`src/rtl/muldiv_sequencer.sv`:
```
// Iterative RV32M multiply/divide unit: one shared shift-add / restoring-divide datapath
// on operand magnitudes, with sign fix-up applied as the last iteration completes.
module muldiv_sequencer #(
    parameter int unsigned WIDTH = 32
) (
    input  logic             i_clk,
    input  logic             i_reset,
    input  logic             i_start,
    input  logic             i_flush,
    input  logic [2:0]       i_funct3,
    input  logic [WIDTH-1:0] i_op_a,
    input  logic [WIDTH-1:0] i_op_b,
    output logic             o_stall,
    output logic             o_busy,
    output logic             o_done,
    output logic [WIDTH-1:0] o_result
);

    localparam int unsigned CW = (WIDTH > 1) ? $clog2(WIDTH) : 1;
    localparam logic [CW-1:0] LastCount = CW'(WIDTH - 1);

    typedef enum logic [1:0] {StIdle, StCalc, StDone} state_e;

    state_e           r_state;
    logic [CW-1:0]    r_count;
    logic [2:0]       r_funct3;
    logic             r_neg_q;
    logic             r_neg_r;
    logic             r_busy;
    logic             r_done;
    logic [WIDTH-1:0] r_acc;
    logic [WIDTH-1:0] r_lo;
    logic [WIDTH-1:0] r_opnd;
    logic [WIDTH-1:0] r_result;

    logic             w_sign_a;
    logic             w_sign_b;
    logic [WIDTH-1:0] w_mag_a;
    logic [WIDTH-1:0] w_mag_b;
    logic             w_div0;
    logic             w_ovf;
    logic [WIDTH-1:0] w_special;
    logic [WIDTH:0]   w_mul_sum;
    logic [WIDTH:0]   w_rem_sh;
    logic             w_ge;
    logic [WIDTH-1:0] w_diff;
    logic [WIDTH-1:0] w_next_hi;
    logic [WIDTH-1:0] w_next_lo;
    logic [2*WIDTH-1:0] w_prod_fix;
    logic [WIDTH-1:0] w_quot_fix;
    logic [WIDTH-1:0] w_rem_fix;
    logic [WIDTH-1:0] w_final;

    always_comb begin
        // op_a is signed for everything except MULHU/DIVU/REMU; op_b additionally not for MULHSU
        w_sign_a  = i_op_a[WIDTH-1] & (i_funct3[2] ? ~i_funct3[0] : (i_funct3 != 3'b011));
        w_sign_b  = i_op_b[WIDTH-1] & (i_funct3[2] ? ~i_funct3[0] : ~i_funct3[1]);
        w_mag_a   = w_sign_a ? (~i_op_a + 1'b1) : i_op_a;
        w_mag_b   = w_sign_b ? (~i_op_b + 1'b1) : i_op_b;
        w_div0    = i_funct3[2] & (i_op_b == '0);
        w_ovf     = i_funct3[2] & ~i_funct3[0] & (i_op_b == '1)
                    & (i_op_a == {1'b1, {(WIDTH-1){1'b0}}});
        w_special = '0;
        if (w_div0) begin
            w_special = i_funct3[1] ? i_op_a : '1;
        end else if (!i_funct3[1]) begin
            w_special = {1'b1, {(WIDTH-1){1'b0}}};
        end
    end

    always_comb begin
        w_mul_sum = {1'b0, r_acc} + (r_lo[0] ? {1'b0, r_opnd} : '0);
        w_rem_sh  = {r_acc, r_lo[WIDTH-1]};
        w_ge      = (w_rem_sh >= {1'b0, r_opnd});
        w_diff    = w_rem_sh[WIDTH-1:0] - r_opnd;
        if (r_funct3[2]) begin
            w_next_hi = w_ge ? w_diff : w_rem_sh[WIDTH-1:0];
            w_next_lo = {r_lo[WIDTH-2:0], w_ge};
        end else begin
            w_next_hi = w_mul_sum[WIDTH:1];
            w_next_lo = {w_mul_sum[0], r_lo[WIDTH-1:1]};
        end
        w_prod_fix = r_neg_q ? (~{w_next_hi, w_next_lo} + 1'b1) : {w_next_hi, w_next_lo};
        w_quot_fix = r_neg_q ? (~w_next_lo + 1'b1) : w_next_lo;
        w_rem_fix  = r_neg_r ? (~w_next_hi + 1'b1) : w_next_hi;
        unique case (r_funct3)
            3'b000:                 w_final = w_prod_fix[WIDTH-1:0];
            3'b001, 3'b010, 3'b011: w_final = w_prod_fix[2*WIDTH-1:WIDTH];
            3'b100, 3'b101:         w_final = w_quot_fix;
            default:                w_final = w_rem_fix;
        endcase
    end

    always_ff @(posedge i_clk or posedge i_reset) begin
        if (i_reset) begin
            r_state  <= StIdle;
            r_count  <= '0;
            r_funct3 <= '0;
            r_neg_q  <= 1'b0;
            r_neg_r  <= 1'b0;
            r_busy   <= 1'b0;
            r_done   <= 1'b0;
            r_acc    <= '0;
            r_lo     <= '0;
            r_opnd   <= '0;
            r_result <= '0;
        end else begin
            case (r_state)
                StIdle: begin
                    if (i_start && !i_flush) begin
                        r_funct3 <= i_funct3;
                        r_neg_q  <= w_sign_a ^ w_sign_b;
                        r_neg_r  <= w_sign_a;
                        r_count  <= '0;
                        if (w_div0 || w_ovf) begin
                            r_result <= w_special;
                            r_done   <= 1'b1;
                            r_state  <= StDone;
                        end else begin
                            // multiply: lo holds multiplier; divide: lo holds dividend
                            r_acc   <= '0;
                            r_lo    <= i_funct3[2] ? w_mag_a : w_mag_b;
                            r_opnd  <= i_funct3[2] ? w_mag_b : w_mag_a;
                            r_busy  <= 1'b1;
                            r_state <= StCalc;
                        end
                    end
                end
                StCalc: begin
                    if (i_flush) begin
                        r_busy  <= 1'b0;
                        r_state <= StIdle;
                    end else begin
                        r_acc   <= w_next_hi;
                        r_lo    <= w_next_lo;
                        r_count <= r_count + 1'b1;
                        if (r_count == LastCount) begin
                            r_result <= w_final;
                            r_busy   <= 1'b0;
                            r_done   <= 1'b1;
                            r_state  <= StDone;
                        end
                    end
                end
                StDone: begin
                    r_done  <= 1'b0;
                    r_state <= StIdle;
                end
                default: begin
                    r_busy  <= 1'b0;
                    r_done  <= 1'b0;
                    r_state <= StIdle;
                end
            endcase
        end
    end

    always_comb begin
        o_stall = ((r_state == StIdle) && i_start && !i_flush) || (r_state == StCalc);
    end

    assign o_busy   = r_busy;
    assign o_done   = r_done;
    assign o_result = r_result;

endmodule

```
`config.mk`:
```
export PLATFORM = sky130hd
export DESIGN_NAME = muldiv_sequencer
export DESIGN_NICKNAME = d
export VERILOG_FILES = /design/src/rtl/muldiv_sequencer.sv
export SDC_FILE = /design/constraint.sdc
export NUM_CORES = 1
export LEC_CHECK = 0
export CAP_MARGIN = 0
export CORE_MARGIN = 5
export CORE_UTILIZATION = 45
export DETAILED_ROUTE_END_ITERATION = 7
export GPL_ROUTABILITY_DRIVEN = 0
export GPL_TIMING_DRIVEN = 0
export PLACE_DENSITY = 0.61
export SLEW_MARGIN = 20
export SYNTH_ARGS = -nofsm -noshare
export SYNTH_HDL_FRONTEND = slang
export SYNTH_SLANG_ARGS = --single-unit
```
`constraint.sdc`:
```
create_clock -name i_clk -period 5.65 [get_ports i_clk]
set_input_delay 1.13 -clock i_clk [delete_from_list [all_inputs] [get_ports i_clk]]
set_output_delay 1.13 -clock i_clk [all_outputs]
set_load 0.1 [all_outputs]
```
==> out/metrics.csv <==
stage;metric;value;unit
critical_path;worst-path-buf-inv;4;
detailed_routing;drc;0;
worst_hold_path;min_path_type;flip-flop to flip-flop;
timing;min_period_over_period;0.9916;
power_and_ir_drop;clkPwrFrac;0.149;
critical_path;max_stage_delay;580;ps
grt;grt_pass1_wl;110100;um
power_and_ir_drop;p_int;4.065;mW
logic_synthesis;synth_xor_area_frac;0.08822;
layout;design_area;18920;um2
detailed_routing;totalWireLength;74150;um
layout;fillers;3547;
timing;clock_skew;17.40;ps
power_and_ir_drop;pwr-share-comb;0.674;
logic_synthesis;syn_avg_cell_area;7.189;um2
logic_synthesis;ys.flop_type;dfrtp_1;
placed_design;hpwl;59460;um
logic_synthesis;ys_top_cells_by_area;dfrtp_1 (22%), o21ai_0 (7.8%), nand2_1 (6.3%);
run;cap_violations;0;
logic_synthesis;synthCells;2251;
timing;setup_violations;0;
timing;fin_setup_tns;0;ps
logic_synthesis;synth-adder-area-share;0.05737;
layout;syn2layout_area_growth;16.93;%
detailed_routing;avgViaCountPerCell;6.716;
die;initial_utilization;0.4549;
logic_synthesis;synth_seq_area_share;0.2196;
grt;antenna_found_initial;2;
timing;worstMarginPinSlew;1217;ps
detailed_routing;drt_iter0_drc;2642;
logic_synthesis;synth_top_family_by_area;compound AO/OA/AOI/OAI gates;
cts;root_buffer;clkbuf_16;
critical_path;crit_required;5950;ps
timing;period_needed;5603;ps
power_and_ir_drop;power.switching;4.766;mW
detailed_routing;ant_nets;0;
logic_synthesis;synth_edf_count;0;
logic_synthesis;ys_types;89;
timing;hold_viol;0;
logic_synthesis;syn_area;16180;um2
power_and_ir_drop;power_density;466.7;nW/um2
cts;htreeDepth;4;
run_status;status;finished, final reports clean;
grt;grt-ovfl-total;0;
layout;fin_nets;2523;
critical_path;critPathKind;input port to flip-flop;
cts;cts_tree;yes;
die;core_area;35570;um2
cts;clk_path_buf_depth;2;
power_and_ir_drop;p_leak;7.460;nW
die;die-area;39850;um2
power_and_ir_drop;p_seq_frac;0.177;
critical_path;crit_path_end_kind;flip-flop;
grt;grt_pass1_vias;17780;
cts;cts_hold_buf;0;
die;dieWidth;199.6;um
critical_path;path_cells;clkdlybuf4s50_1, inv_1, ha_1, nand3b_1, or3_1, or3_1, or4_1, o21a_1, or2_2, a211o_1, clkbuf_1, inv_1, mux2i_1, o211ai_1, nor4b_1, a311oi_1;
timing;report.final.slew_viol_count;0;
die;ioPinCount;106;
die;die_h;199.6;um
critical_path;r2r_slack;80;ps
logic_synthesis;async_flop_share;1.000;
placed_design;placed_cell_area;17840;um2
timing;clock.fmax;178.5;MHz
logic_synthesis;synth_top_area_frac;0.2196;
cts;clk_pin_slew_worst_paths;60;ps
logic_synthesis;synth-seq-cells;142;
logic_synthesis;synthMuxAreaShare;0.03688;
layout;seq_area;3572;um2
logic_synthesis;yosysTopAreaCell;dfrtp_1;
detailed_routing;wl_per_cell;25.97;um
cts;numClockSinks;142;
power_and_ir_drop;irDropWorstVdd;313.6;uV
power_and_ir_drop;switching_share;0.5397;
cts;clk_latency;460;ps
grt;grt_max_degree;78;
critical_path;cp_top_family;simple AND/OR/NAND/NOR gates;
timing;relSlewSlack;0.1828;
logic_synthesis;syn-num-nets;2395;
detailed_routing;num_vias;19170;
layout;multi_input_area;12000;um2
critical_path;crit_arrival;5910;ps
placed_design;numPortBuffers;105;
critical_path;cp_max_fo;8;
logic_synthesis;ys_warn_count;0;
detailed_routing;firstDrtPassIters;6;
die;fp-row-count;69;
grt;track_usage;0.3643;
layout;drive_above_1_share;0.07609;
critical_path;cp_slowest_cell;clkdlybuf4s50_1;
critical_path;startpoint_type;input port;
logic_synthesis;synth-simple-area-share;0.2447;
logic_synthesis;synth-compound-area-share;0.2989;
cts;numCtsBuffers;17;
[through the flow]
step           power [mW]  cells  setup WS, ps    util  hold WS [ps]
6_report            8.831   2855         47.36  0.5319         481.4
5_1_grt             9.237   2853        -4.966  0.5318         517.1
4_1_cts             8.401   2847         2.939  0.5256         484.6
3_5_place_dp        6.934   2818         -1004  0.5017         468.2
3_3_place_gp        6.873   2817         -1487  0.5007         464.9
2_1_floorplan       5.167   2251         447.1       -         463.2
[path summary, 6_finish.rpt]
| check | start | to | cells after the start |
|---|---|---|---|
| worst min register to register | o_result[3]$_DFFE_PP0P_ | o_result[3]$_DFFE_PP0P_ | 2 |
| max in group asynchronous | i_reset | o_result[31]$_DFFE_PP0P_ | 3 |
| min in group asynchronous | i_reset | r_opnd[10]$_DFFE_PP0P_ | 2 |
| worst max-delay path | i_op_a[0] | o_result[31]$_DFFE_PP0P_ | 16 |
| worst max register to register | r_lo[31]$_DFFE_PP0P_ | o_result[26]$_DFFE_PP0P_ | 17 |
| worst min-delay path | o_result[3]$_DFFE_PP0P_ | o_result[3]$_DFFE_PP0P_ | 2 |
[worst min-delay path, stage by stage, from the launching register on]
cell and delay (ps):
dfrtp_1 340, nand2_1 50, nand2_1 60
[power by group through the flow]
stage / Clock (mW) / Combinational, mW / Sequential (mW)
after floorplan: 0 / 3.70 / 1.46
after global placement: 0 / 5.33 / 1.55
after detailed placement: 0 / 5.38 / 1.55
after CTS: 1.30 / 5.56 / 1.54
after global routing: 1.35 / 6.32 / 1.57
final: 1.32 / 5.95 / 1.56
[synthesized netlist by cell type, types with 15 or more instances]
cell and n:
o21a_1 21, nor2_1 197, and2_1 44, buf_2 15
o31ai_1 42, o21ai_0 252, a211oi_1 23, o211ai_1 29
nand2_1 270, clkbuf_1 123, xor2_1 66, a21o_1 19
ha_1 71, or3_1 24, nand2b_1 28, mux2i_1 45
nand4_1 42, nor2b_1 15, nor4_1 25, dfrtp_1 142
or4_1 15, xnor2_1 97, nor3_1 55, inv_1 78
nand3_1 41, a31oi_1 33, a21oi_1 185
[cells in the final DEF, fill, tap and decap left out, drive strengths merged, types with 9 or more instances in the layout]
cell type / instances
or2: 14
a31oi: 35
nor3: 55
o21ai: 264
buf: 37
nor2: 197
nor4: 26
nand3: 41
o221ai: 9
dfrtp: 142
a311oi: 10
mux2i: 45
o21a: 21
clkdlybuf4s50: 105
o41ai: 12
a21oi: 186
nand4: 42
or3: 24
nand2b: 28
and3: 13
a221oi: 12
o31ai: 42
nor2b: 15
or4: 16
a31o: 10
clkbuf: 134
xnor2: 97
inv: 80
nand2: 270
a22o: 11
a211oi: 23
a21o: 21
ha: 71
mux2: 13
xor2: 66
and2: 46
o211ai: 29
[kinds of logic (layout without fill, tap and decap cells)]
logic type / Yosys count / count (layout)
AOI/OAI and AO/OA: 766 / 766
xor gates and xnor gates: 163 / 163
adders and majority gates: 73 / 73
buffers and inverters: 229 / 370
DFF: 142 / 142
muxes: 58 / 58
other: 0 / 2
and+or+nand+nor: 820 / 820
[flip-flops by register name, summed over array words and instances (netlist names)]
| name | cells |
|---|---|
| r_acc | 32 |
| r_state | 2 |
| r_funct3 | 3 |
| r_neg_r | 1 |
| r_lo | 32 |
| o_busy | 1 |
| o_result | 32 |
| r_neg_q | 1 |
| r_opnd | 32 |
| r_count | 5 |
| o_done | 1 |
[cell type report]
type / instances / share of cell area
antenna: 2 / 0.0002645
buffer: 132 / 0.03002
sequential: 142 / 0.1888
multi-input combinational: 1880 / 0.6343
clock inverter: 13 / 0.01118
clock buffer: 19 / 0.02394
timing repair buffer: 125 / 0.06454
inverter: 81 / 0.01647
tap: 461 / 0.03049
[routing by layer]
metal	vias to the layer above	wire length, um	track usage
met4	2	4348	0.1640
met5	-	13	0.01605
li1	8497	-	-
met1	9132	28590	0.4759
met2	1264	31700	0.5501
met3	279	9501	0.1160
[what timing repair did]
item	4_1_cts	5_1_grt
endpoints found under the setup margin	28	22
resized for setup	53	53
setup buffers	7	12
pin swaps	7	12
cloned	0	0
Note: power is estimated with default switching activity, not from simulation.
